==> src/rtl/eth_clk_pkg.sv <==
// Shared speed encodings, default divisors and the speed-request decoder
// for the Ethernet transmit clock generator.
package eth_clk_pkg;

    typedef logic [1:0] speed_t;

    localparam speed_t SPEED_10   = 2'b00;
    localparam speed_t SPEED_100  = 2'b01;
    localparam speed_t SPEED_1000 = 2'b10;

    localparam int unsigned DIV_10_DEFAULT  = 50;
    localparam int unsigned DIV_100_DEFAULT = 5;
    localparam int unsigned CNT_W_DEFAULT   = 13;

    // The reserved code 11 runs at 10M.
    function automatic speed_t decode_speed(input logic [1:0] s);
        return (s == 2'b11) ? SPEED_10 : speed_t'(s);
    endfunction

endpackage

==> src/rtl/eth_clk_lock_mon.sv <==
// Lock monitor: counts completed periods since the last applied speed change
// and reports lock after two of them.
module eth_clk_lock_mon (
    input  logic clk,
    input  logic reset_n,
    input  logic clear,
    input  logic tick,
    output logic locked
);

    localparam logic [1:0] LOCK_CNT = 2'd2;

    logic [1:0] period_cnt;
    logic [1:0] period_cnt_nxt;

    // Saturates at LOCK_CNT so locked stays high while the speed is stable.
    always_comb begin
        period_cnt_nxt = period_cnt;
        if (clear) begin
            period_cnt_nxt = 2'd0;
        end else if (tick && (period_cnt != LOCK_CNT)) begin
            period_cnt_nxt = period_cnt + 2'd1;
        end
    end

    always_ff @(posedge clk) begin
        if (!reset_n) begin
            period_cnt <= 2'd0;
            locked     <= 1'b0;
        end else begin
            period_cnt <= period_cnt_nxt;
            locked     <= (period_cnt_nxt == LOCK_CNT);
        end
    end

endmodule

==> src/rtl/eth_tx_clk_gen.sv <==
// Multi-speed (10/100/1000) Ethernet transmit clock generator from rx_clk125.
// Optional lock monitor enabled by macro ETH_TX_CLK_GEN_LOCK_EN.
module eth_tx_clk_gen
    import eth_clk_pkg::*;
#(
    parameter int unsigned DIV_10  = DIV_10_DEFAULT,
    parameter int unsigned DIV_100 = DIV_100_DEFAULT,
    parameter int unsigned CNT_W   = CNT_W_DEFAULT
) (
    input  logic       rx_clk125,
    input  logic       reset_n,
    input  logic [1:0] speed,
    output logic       tx_clk,
    output logic       tx_clk90,
    output logic       tx_ce,
    output logic       gig_mode,
    output logic [1:0] speed_cur,
    output logic       locked
);

    if ((DIV_10 < 4) || (DIV_100 < 4)) begin : g_div_too_small
        $error("eth_tx_clk_gen: DIV_10 and DIV_100 must be >= 4");
    end
    if ((((DIV_10 - 1) >> CNT_W) != 0) || (((DIV_100 - 1) >> CNT_W) != 0)) begin : g_cnt_too_narrow
        $error("eth_tx_clk_gen: CNT_W too small for divisor");
    end

    localparam logic [CNT_W-1:0] LAST_10  = CNT_W'(DIV_10 - 1);
    localparam logic [CNT_W-1:0] HALF_10  = CNT_W'(DIV_10 / 2);
    localparam logic [CNT_W-1:0] QTR_10   = CNT_W'(DIV_10 / 4);
    localparam logic [CNT_W-1:0] QEND_10  = CNT_W'(DIV_10 / 4 + DIV_10 / 2);
    localparam logic [CNT_W-1:0] LAST_100 = CNT_W'(DIV_100 - 1);
    localparam logic [CNT_W-1:0] HALF_100 = CNT_W'(DIV_100 / 2);
    localparam logic [CNT_W-1:0] QTR_100  = CNT_W'(DIV_100 / 4);
    localparam logic [CNT_W-1:0] QEND_100 = CNT_W'(DIV_100 / 4 + DIV_100 / 2);

    logic [CNT_W-1:0] cnt;
    logic [CNT_W-1:0] last;
    logic [CNT_W-1:0] half;
    logic [CNT_W-1:0] qtr;
    logic [CNT_W-1:0] qend;
    speed_t           req;
    logic             is_gig;
    logic             at_last;
    logic             apply;

    // Period-boundary thresholds for the speed currently in effect.
    always_comb begin
        last = LAST_10;
        half = HALF_10;
        qtr  = QTR_10;
        qend = QEND_10;
        if (speed_cur == SPEED_100) begin
            last = LAST_100;
            half = HALF_100;
            qtr  = QTR_100;
            qend = QEND_100;
        end
    end

    assign req     = decode_speed(speed);
    assign is_gig  = (speed_cur == SPEED_1000);
    assign at_last = (cnt == last);
    // Speed changes only on a period boundary, or immediately from gig mode.
    assign apply   = (req != speed_cur) && (is_gig || at_last);

    always_ff @(posedge rx_clk125) begin
        if (!reset_n) begin
            cnt       <= '0;
            speed_cur <= SPEED_10;
            tx_clk    <= 1'b0;
            tx_clk90  <= 1'b0;
            tx_ce     <= 1'b0;
            gig_mode  <= 1'b0;
        end else begin
            if (apply) begin
                speed_cur <= req;
            end
            if (is_gig || at_last) begin
                cnt <= '0;
            end else begin
                cnt <= cnt + CNT_W'(1);
            end
            gig_mode <= is_gig;
            tx_clk   <= !is_gig && (cnt < half);
            tx_clk90 <= !is_gig && (cnt >= qtr) && (cnt < qend);
            tx_ce    <= is_gig || (cnt == '0);
        end
    end

`ifdef ETH_TX_CLK_GEN_LOCK_EN
    eth_clk_lock_mon u_lock_mon (
        .clk     (rx_clk125),
        .reset_n (reset_n),
        .clear   (apply),
        .tick    (is_gig || at_last),
        .locked  (locked)
    );
`else
    always_ff @(posedge rx_clk125) begin
        if (!reset_n) begin
            locked <= 1'b0;
        end else begin
            locked <= 1'b1;
        end
    end
`endif

endmodule

==> config.mk <==
export PLATFORM = sky130hd
export DESIGN_NAME = eth_tx_clk_gen
export DESIGN_NICKNAME = d
export VERILOG_FILES = /design/src/rtl/eth_clk_pkg.sv /design/src/rtl/eth_clk_lock_mon.sv /design/src/rtl/eth_tx_clk_gen.sv
export SDC_FILE = /design/constraint.sdc
export NUM_CORES = 1
export LEC_CHECK = 0
export BUFFER_PORTS_ARGS = -buffer_cell sky130_fd_sc_hd__buf_2
export CELL_PAD_IN_SITES_DETAIL_PLACEMENT = 1
export CELL_PAD_IN_SITES_GLOBAL_PLACEMENT = 2
export CORE_ASPECT_RATIO = 0.7
export CORE_MARGIN = 5
export CORE_UTILIZATION = 38
export DETAILED_ROUTE_END_ITERATION = 8
export PLACE_DENSITY = 0.87
export SETUP_SLACK_MARGIN = 0.05
export SLEW_MARGIN = 20
export SYNTH_ARGS = -nofsm -noshare
export SYNTH_HDL_FRONTEND = slang
export SYNTH_SLANG_ARGS = --single-unit
==> constraint.sdc <==
create_clock -name rx_clk125 -period 3.1 [get_ports rx_clk125]
set_input_delay 0.31 -clock rx_clk125 [delete_from_list [all_inputs] [get_ports rx_clk125]]
set_output_delay 0.31 -clock rx_clk125 [all_outputs]
set_load 0.05 [all_outputs]
==> results of run 1 <==
==> layout make-up <==
type                            instances  share of cell area
Sequential cell                        20               0.349
Timing Repair Buffer                   10              0.0437
Inverter                                7              0.0229
Multi-Input combinational cell         81               0.509
Clock buffer                            3              0.0360
Tap cell                               36              0.0393
==> kinds of logic after synthesis <==
| family | synth area share |
|---|---|
| buffers and inverters | 0.0643 |
| AOI/OAI and AO/OA | 0.129 |
| xor gates and xnor gates | 0.0833 |
| adders and majority gates | 0.0667 |
| and+or+nand+nor | 0.276 |
| DFF | 0.381 |
==> layer usage <==
layer / vias up / routed length (µm) / share of wire / global-route usage
met4: 0 / 31 / 0.013 / 0.0429
met5: - / 0 / 0 / 0
met2: 9 / 1110 / 0.45 / 0.223
met3: 4 / 72 / 0.029 / 0.0392
met1: 395 / 1250 / 0.51 / 0.204
li1: 416 / - / - / -
==> report_power, final <==
group	total (mW)	internal, mW	leakage, nW	switching, mW
Combinational	0.0420	0.0139	0.245	0.0281
Clock	0.166	0.0865	0.0216	0.0799
Sequential	0.272	0.263	0.163	0.00925
==> how the worst max path moves through the flow <==
stage	from	endpoint	slack, ns
floorplan	speed_cur[0]$_SDFFE_PN0P_	cnt[10]$_SDFF_PP0_	1.01
global placement	speed_cur[0]$_SDFFE_PN0P_	cnt[8]$_SDFF_PP0_	1.14
detailed placement	speed_cur[0]$_SDFFE_PN0P_	cnt[10]$_SDFF_PP0_	1.03
CTS	speed_cur[0]$_SDFFE_PN0P_	cnt[10]$_SDFF_PP0_	1.01
global route	speed_cur[0]$_SDFFE_PN0P_	cnt[7]$_SDFF_PP0_	0.80
finish	speed_cur[0]$_SDFFE_PN0P_	cnt[10]$_SDFF_PP0_	1.00
==> cell usage in the layout, fill, tap and decap left out, drive strengths merged, types with 2 or more instances in the layout <==
cell	netlist	routed
nand3	6	6
nor3	4	4
buf	4	10
o21ai	3	3
maj3	2	2
clkbuf	0	3
nand4	2	2
dfxtp	20	20
and4	3	3
nor2	15	15
a31oi	2	2
nor4	2	2
inv	7	7
xor2	6	6
xnor2	4	4
nand2	4	4
ha	4	4
and2	3	3
a21oi	2	2
==> stage by stage <==
step / cells / hold WS [ns] / setup slack (ns) / power (mW)
after global placement: 154 / 0.455 / 1.14 / 0.318
after global routing: 157 / 0.192 / 0.798 / 0.502
after floorplan: 112 / 0.338 / 1.01 / 0.309
after CTS: 157 / 0.196 / 1.01 / 0.485
after detailed placement: 154 / 0.462 / 1.03 / 0.320
final: 157 / 0.196 / 1.00 / 0.481
==> flip-flops by register name (all words and copies together) (netlist names) <==
register	count
tx_ce	1
tx_clk90	1
tx_clk	1
speed_cur	2
locked	1
gig_mode	1
cnt	13
==> impl_metrics.json, run 1 <==
{
  "avgSynthCellArea_um2": 9.38,
  "coreArea_um2": 2720,
  "crit_slowest_cell": "o21ai_2",
  "crit_chain": "nor2b_4 > inv_2 > ha_1 > nor3b_1 > nand3_1 > o21ai_2 > nor2_1",
  "cts_resized": 0,
  "power.density_nw_per_um2": 419,
  "rr_endpoint": "cnt[10]$_SDFF_PP0_",
  "cts_tree": "done",
  "synth_top_area_share": 0.381,
  "antenna_left": 0,
  "cpPeakStageDelay_ns": 0.51,
  "rows": 16,
  "antenna_found_initial": 0,
  "ys_warn_count": 0,
  "synthesis.area_um2": 1050,
  "synth-edff-count": 0,
  "fin_area_um2": 1150,
  "dr_total_vias": 824,
  "syn_to_final_growth_pct": 9.05,
  "die-width_um": 72.9,
  "ctsHtreeMaxLevel": 1,
  "ioPinCount": 11,
  "clock_latency_ns": 0.26,
  "critPathCaptureType": "flop",
  "cp_max_fo": 13,
  "period_minus_slack_ns": 2.10,
  "max_cap_viol_count": 0,
  "grt_max_degree": 14,
  "wire_per_inst_um": 15.7,
  "rrSetupSlack_ns": 1.00,
  "fmax_mhz": 477,
  "grt_pass1_wl_um": 4350,
  "max-slew-margin-rel": 0.489,
  "ys_seq_area_frac": 0.381,
  "synthFlopType": "dfxtp_1",
  "grt_pass1_vias": 872,
  "register_area_um2": 400,
  "yosysTopAreaCell": "dfxtp_1",
  "ys_types": 43,
  "die_area_um2": 3930,
  "tns_ns": 0,
  "place_hpwl_um": 1780,
  "critPathRequiredTime_ns": 3.22,
  "vdd_ir_drop_max_mv": 0.171,
  "fin_worst_skew_ns": 0.00547,
  "crit_buf_inv": 1,
  "cts_setup_buffers": 0,
  "hold_path_end": "locked$_DFF_P_",
  "worstSetupStartpointType": "flop",
  "p_leak_nw": 0.429,
  "crit_cells": 7,
  "slew_violations": 0,
  "syn_nets": 120,
  "synth.area.top_cells": "dfxtp_1 (38%), nor2_1 (5.4%), xor2_1 (5.0%), ha_1 (4.8%), xnor2_1 (3.3%)",
  "initialDrtViolationCount": 44,
  "place.gp.congestion": 0.907,
  "cts_buffer_depth": 2,
  "port_buffers": 10,
  "r2r-start": "speed_cur[0]$_SDFFE_PN0P_",
  "hold_buffers": 0,
  "synth_most_common_cell": "dfxtp_1",
  "reg2reg_depth": 7,
  "final.period_utilization": 0.677,
  "hold_path.class": "input port to flop",
  "worstMarginPinSlew_ns": 0.748,
  "viasPerCell": 5.25,
  "async_flop_share": 0,
  "placed_area_um2": 1100,
  "cp_top_family": "simple AND/OR/NAND/NOR gates",
  "syn_inst": 112,
  "hold_viol": 0,
  "rsz0062_at_grt": "no",
  "fill_cells": 345,
  "outcome": "completed",
  "clock-root-buffer": "clkbuf_8",
  "multi_input_area_um2": 583,
  "antennaDiodeCount": 0,
  "nNetsFinal": 131,
  "grt_overflow": 0,
  "cp.arrival_ns": 2.22,
  "initial_utilization": 0.386,
  "track_usage": 0.147,
  "die_h_um": 54,
  "drive_gt1_frac": 0.182,
  "hold_path_depth": 1,
  "routed_wl_um": 2460,
  "critPathKind": "flop to flop",
  "final-setup-viol-count": 0,
  "cts_buffers": 3,
  "fin_util": 0.421,
  "synth_commonest_cells": "dfxtp_1 (20), nor2_1 (15), inv_1 (6), nand3_1 (6), xor2_1 (6)",
  "clock-sinks": 20,
  "drtPass1Iterations": 4,
  "ys_seq_elements": 20,
  "drcViolationCount": 0,
  "clkTransAtPathRegs_ns": 0.07,
  "hp-start": "reset_n"
}
Power figures use the tool's default switching activity.
==> run 2, diff against run 1 <==
CORE_UTILIZATION = 32   (was 38)
PLACE_DENSITY = 0.79   (was 0.87)
clock period = 1.8 ns   (was 3.1 ns; I/O delays follow)
==> impl_metrics.json, run 2 (synthesis results as in run 1) <==
{
  "worst_slack_ns": 0.110,
  "cp.arrival_ns": 1.84,
  "initial_utilization": 0.334,
  "vdd_ir_drop_max_mv": 0.294,
  "outcome": "completed",
  "rrSetupSlack_ns": 0.11,
  "cts_buffers": 3,
  "port_buffers": 10,
  "die_area_um2": 4550,
  "die_h_um": 58.0,
  "r2r-start": "speed_cur[0]$_SDFFE_PN0P_",
  "dr_total_vias": 836,
  "nNetsFinal": 135,
  "antenna_found_initial": 0,
  "rr_endpoint": "cnt[12]$_SDFF_PP0_",
  "track_usage": 0.121,
  "fmax_mhz": 592,
  "fin_util": 0.395,
  "rsz0062_at_grt": "yes",
  "clock-sinks": 20,
  "top_register": "cnt",
  "final_common_cell": "dfxtp_1",
  "slew_violations": 0,
  "clock-root-buffer": "clkbuf_8",
  "routed_wl_um": 2530,
  "cts_buffer_depth": 2,
  "final.period_utilization": 0.939,
  "ctsHtreeMaxLevel": 1,
  "rows": 17,
  "hold_path_end": "locked$_DFF_P_",
  "ioPinCount": 11,
  "instances_no_fill": 164,
  "p_leak_nw": 0.468,
  "cp_max_fo": 13,
  "hold_path_depth": 1,
  "hold_path.class": "input port to flop",
  "critPathRequiredTime_ns": 1.95,
  "syn_to_final_growth_pct": 18.3,
  "coreArea_um2": 3150,
  "critical_path.startpoint": "speed_cur[0]$_SDFFE_PN0P_",
  "die-width_um": 78.5,
  "period_minus_slack_ns": 1.69,
  "hold_viol": 0,
  "largest_reg_flops": 13,
  "clock_latency_ns": 0.26,
  "power.density_nw_per_um2": 757,
  "hold-worst-slack_ns": 0.0584,
  "worstSetupStartpointType": "flop",
  "wire_per_inst_um": 15.4,
  "dpl_worst_slack_ns": 0.0210,
  "fin_worst_skew_ns": 0.00486,
  "hp-start": "reset_n",
  "antennaDiodeCount": 0,
  "antenna_left": 0,
  "grt_max_degree": 14,
  "critPathCaptureType": "flop",
  "place_hpwl_um": 1910,
  "grt_pass1_vias": 824,
  "layout_common_cells": "dfxtp_1 (18), nor2_1 (15), buf_2 (10)",
  "fin_area_um2": 1240,
  "grt_overflow": 0,
  "place.gp.congestion": 0.818,
  "max_cap_viol_count": 0,
  "placed_area_um2": 1160,
  "tns_ns": 0,
  "initialDrtViolationCount": 81,
  "post-place-cells": 159,
  "clkTransAtPathRegs_ns": 0.08,
  "crit_slowest_cell": "dfxtp_4",
  "reg_top3": "cnt (13), speed_cur (2)",
  "crit_chain": "nor2b_4 > inv_2 > ha_4 > nor3b_2 > nand3_2 > o21ai_2 > buf_12 > a21oi_1",
  "drive_gt1_frac": 0.262,
  "max-slew-margin-rel": 0.664,
  "drtPass1Iterations": 3,
  "grt_pass1_wl_um": 4290,
  "cts_tree": "done",
  "worstMarginPinSlew_ns": 0.504,
  "totalPowerFinal_uw": 941,
  "reg2reg_depth": 8,
  "final-setup-viol-count": 0,
  "drcViolationCount": 0,
  "viasPerCell": 5.10,
  "cpPeakStageDelay_ns": 0.37,
  "critPathKind": "flop to flop"
}
[run 2: worst max path at each step]
| stage | cells after the start | slack (ns) | endpoint |
|---|---|---|---|
| 6_report | 8 | 0.11 | cnt[12]$_SDFF_PP0_ |
| 2_1_floorplan | 8 | 0.03 | cnt[0]$_SDFF_PP0_ |
| 5_1_grt | 8 | -0.005 | cnt[12]$_SDFF_PP0_ |
| 4_1_cts | 8 | 0.11 | cnt[12]$_SDFF_PP0_ |
| 3_5_place_dp | 8 | 0.02 | cnt[12]$_SDFF_PP0_ |
| 3_3_place_gp | 8 | 0.09 | cnt[1]$_SDFF_PP0_ |
[run 2: worst max-delay path, delay by kind of cell, from the launching register on]
family	cells	cell delay, ns
AND/OR/NAND/NOR	3	0.45
flip-flops	1	0.37
AO/OA/AOI/OAI	2	0.27
adder cells (fa/ha/maj)	1	0.26
buffers and inverters	2	0.23
[run 2: area by class of cell]
type | count | area [µm²]
repair buffers | 14 | 92.6
inverters | 7 | 26.3
well taps | 38 | 47.5
flip-flops and latches | 20 | 405
fillers | 370 | 1900
multi-input cells | 81 | 606
clock buffers | 4 | 66.3
[run 2: timing repair]
action / in CTS / in global routing
setup endpoints to repair: 13 / 15
setup buffers: 1 / 0
pin swaps: 1 / 1
hold buffers: 0 / 0
resized for setup: 0 / 2
[run 2: per-layer routing]
| layer | wire [µm] | vias to the layer above | global-route usage |
|---|---|---|---|
| met3 | 54 | 2 | 0.0326 |
| li1 | - | 425 | - |
| met1 | 1370 | 404 | 0.185 |
| met2 | 1080 | 5 | 0.168 |
| met5 | 0 | - | 0 |
| met4 | 18 | 0 | 0.0224 |
[run 2: power breakdown]
group          switching [mW]  internal (mW)  leakage [nW]
clock network           0.149          0.241        0.0339
registers              0.0149          0.451         0.164
logic                  0.0512         0.0333         0.270
==> run 3, diff against run 2 <==
BUFFER_PORTS_ARGS = -buffer_cell sky130_fd_sc_hd__buf_4   (was -buffer_cell sky130_fd_sc_hd__buf_2)
==> impl_metrics.json, run 3 (synthesis results as in run 1) <==
{
  "outcome": "completed",
  "final.period_utilization": 0.946,
  "totalPowerFinal_uw": 956,
  "rrSetupSlack_ns": 0.1,
  "grt_pass1_wl_um": 4280,
  "largest_reg_flops": 13,
  "tns_ns": 0,
  "rr_endpoint": "cnt[2]$_SDFF_PP0_",
  "hp-start": "reset_n",
  "wire_per_inst_um": 15.5,
  "nNetsFinal": 139,
  "hold_viol": 0,
  "antenna_left": 0,
  "cpPeakStageDelay_ns": 0.37,
  "period_minus_slack_ns": 1.70,
  "reg2reg_depth": 8,
  "port_buffers": 10,
  "grt_max_degree": 14,
  "initial_utilization": 0.334,
  "grt_pass1_vias": 879,
  "die_area_um2": 4550,
  "die_h_um": 58.0,
  "place.gp.congestion": 0.815,
  "drtPass1Iterations": 4,
  "critPathCaptureType": "flop",
  "rows": 17,
  "clock_latency_ns": 0.26,
  "worstSetupStartpointType": "flop",
  "slew_violations": 0,
  "vdd_ir_drop_max_mv": 0.572,
  "antenna_found_initial": 0,
  "register_area_um2": 405,
  "track_usage": 0.119,
  "r2r-start": "speed_cur[0]$_SDFFE_PN0P_",
  "layout_common_cells": "dfxtp_1 (18), buf_4 (17), nor2_1 (15)",
  "viasPerCell": 5.24,
  "drive_gt1_frac": 0.285,
  "hold_path_depth": 1,
  "cts_tree": "done",
  "cts_buffers": 3,
  "coreArea_um2": 3150,
  "multi_input_area_um2": 618,
  "worstMarginPinSlew_ns": 0.535,
  "cp.arrival_ns": 1.86,
  "max-slew-margin-rel": 0.640,
  "die-width_um": 78.5,
  "crit_slowest_cell": "dfxtp_4",
  "cts_buffer_depth": 2,
  "clkTransAtPathRegs_ns": 0.08,
  "power.density_nw_per_um2": 728,
  "hold_path.class": "input port to flop",
  "critPathKind": "flop to flop",
  "dpl_worst_slack_ns": 0.0130,
  "clock-root-buffer": "clkbuf_8",
  "antennaDiodeCount": 0,
  "dr_total_vias": 880,
  "ioPinCount": 11,
  "place_hpwl_um": 1870,
  "post-place-cells": 160,
  "critPathRequiredTime_ns": 1.96,
  "clock-sinks": 20,
  "fill_cells": 372,
  "final_common_cell": "dfxtp_1",
  "rsz0062_at_grt": "yes",
  "initialDrtViolationCount": 33,
  "syn_to_final_growth_pct": 25.0,
  "cp_max_fo": 13,
  "grt_overflow": 0,
  "fmax_mhz": 587,
  "hold_path_end": "locked$_DFF_P_",
  "fin_worst_skew_ns": 0.00297,
  "p_leak_nw": 0.496,
  "worst_slack_ns": 0.0968,
  "max_cap_viol_count": 0,
  "instances_no_fill": 168,
  "hold_buffers": 0,
  "ctsHtreeMaxLevel": 1,
  "crit_chain": "nor2b_4 > inv_4 > ha_4 > nor3b_4 > nand3_2 > o21ai_2 > buf_12 > nor2_1",
  "final-setup-viol-count": 0,
  "drcViolationCount": 0,
  "reg_top3": "cnt (13), speed_cur (2)",
  "top_register": "cnt",
  "routed_wl_um": 2600
}
run 3: power breakdown:
part           total, mW  internal, mW  switching (mW)
logic              0.102        0.0429          0.0591
registers          0.460         0.451         0.00868
clock network      0.394         0.241           0.153
run 3: repair_timing:
action / 4_1_cts / 5_1_grt
gates resized for setup: 1 / 4
cloned: 0 / 0
hold endpoints to repair: 0 / 0
setup buffers: 1 / 3
pin swaps: 1 / 3
setup endpoints to repair: 14 / 15
run 3: how the worst max path moves through the flow:
stage | start | end | slack (ns) | depth (start not counted)
after floorplan | speed_cur[0]$_SDFFE_PN0P_ | cnt[0]$_SDFF_PP0_ | 0.03 | 8
after global placement | speed_cur[0]$_SDFFE_PN0P_ | cnt[1]$_SDFF_PP0_ | 0.09 | 8
after detailed placement | speed_cur[0]$_SDFFE_PN0P_ | cnt[11]$_SDFF_PP0_ | 0.01 | 8
after CTS | speed_cur[0]$_SDFFE_PN0P_ | cnt[11]$_SDFF_PP0_ | 0.12 | 8
after global routing | speed_cur[0]$_SDFFE_PN0P_ | cnt[12]$_SDFF_PP0_ | 0.01 | 8
final | speed_cur[0]$_SDFFE_PN0P_ | cnt[2]$_SDFF_PP0_ | 0.1 | 8
run 3: critical path, delay by kind of cell (launching register included):
family                   cells  cell delay [ns]
AND/OR/NAND/NOR              4             0.54
flip-flops                   1             0.37
adder cells (fa/ha/maj)      1             0.26
AO/OA/AOI/OAI                1             0.23
buffers and inverters        2             0.21
run 3: per-stage QoR:
stage          utilization  hold WS, ns  cell area, µm²
5_1_grt              0.417       0.0404            1310
3_3_place_gp         0.380        0.316            1200
6_report             0.417       0.0508            1310
2_1_floorplan            -        0.208            1070
3_5_place_dp         0.380        0.318            1200
4_1_cts              0.405       0.0454            1280
run 3: layout make-up:
class / instances / share of cell area
multi-input combinational: 81 / 0.470
clock buffer: 4 / 0.0505
tap: 38 / 0.0362
inverter: 7 / 0.0219
timing repair buffer: 18 / 0.112
sequential: 20 / 0.309
run 3: layer usage:
metal / up-vias / track usage / share of wire
met1: 435 / 0.167 / 0.52
li1: 432 / - / -
met5: - / 0 / 0
met4: 0 / 0.0150 / 0.0069
met3: 2 / 0.0373 / 0.033
met2: 11 / 0.184 / 0.44
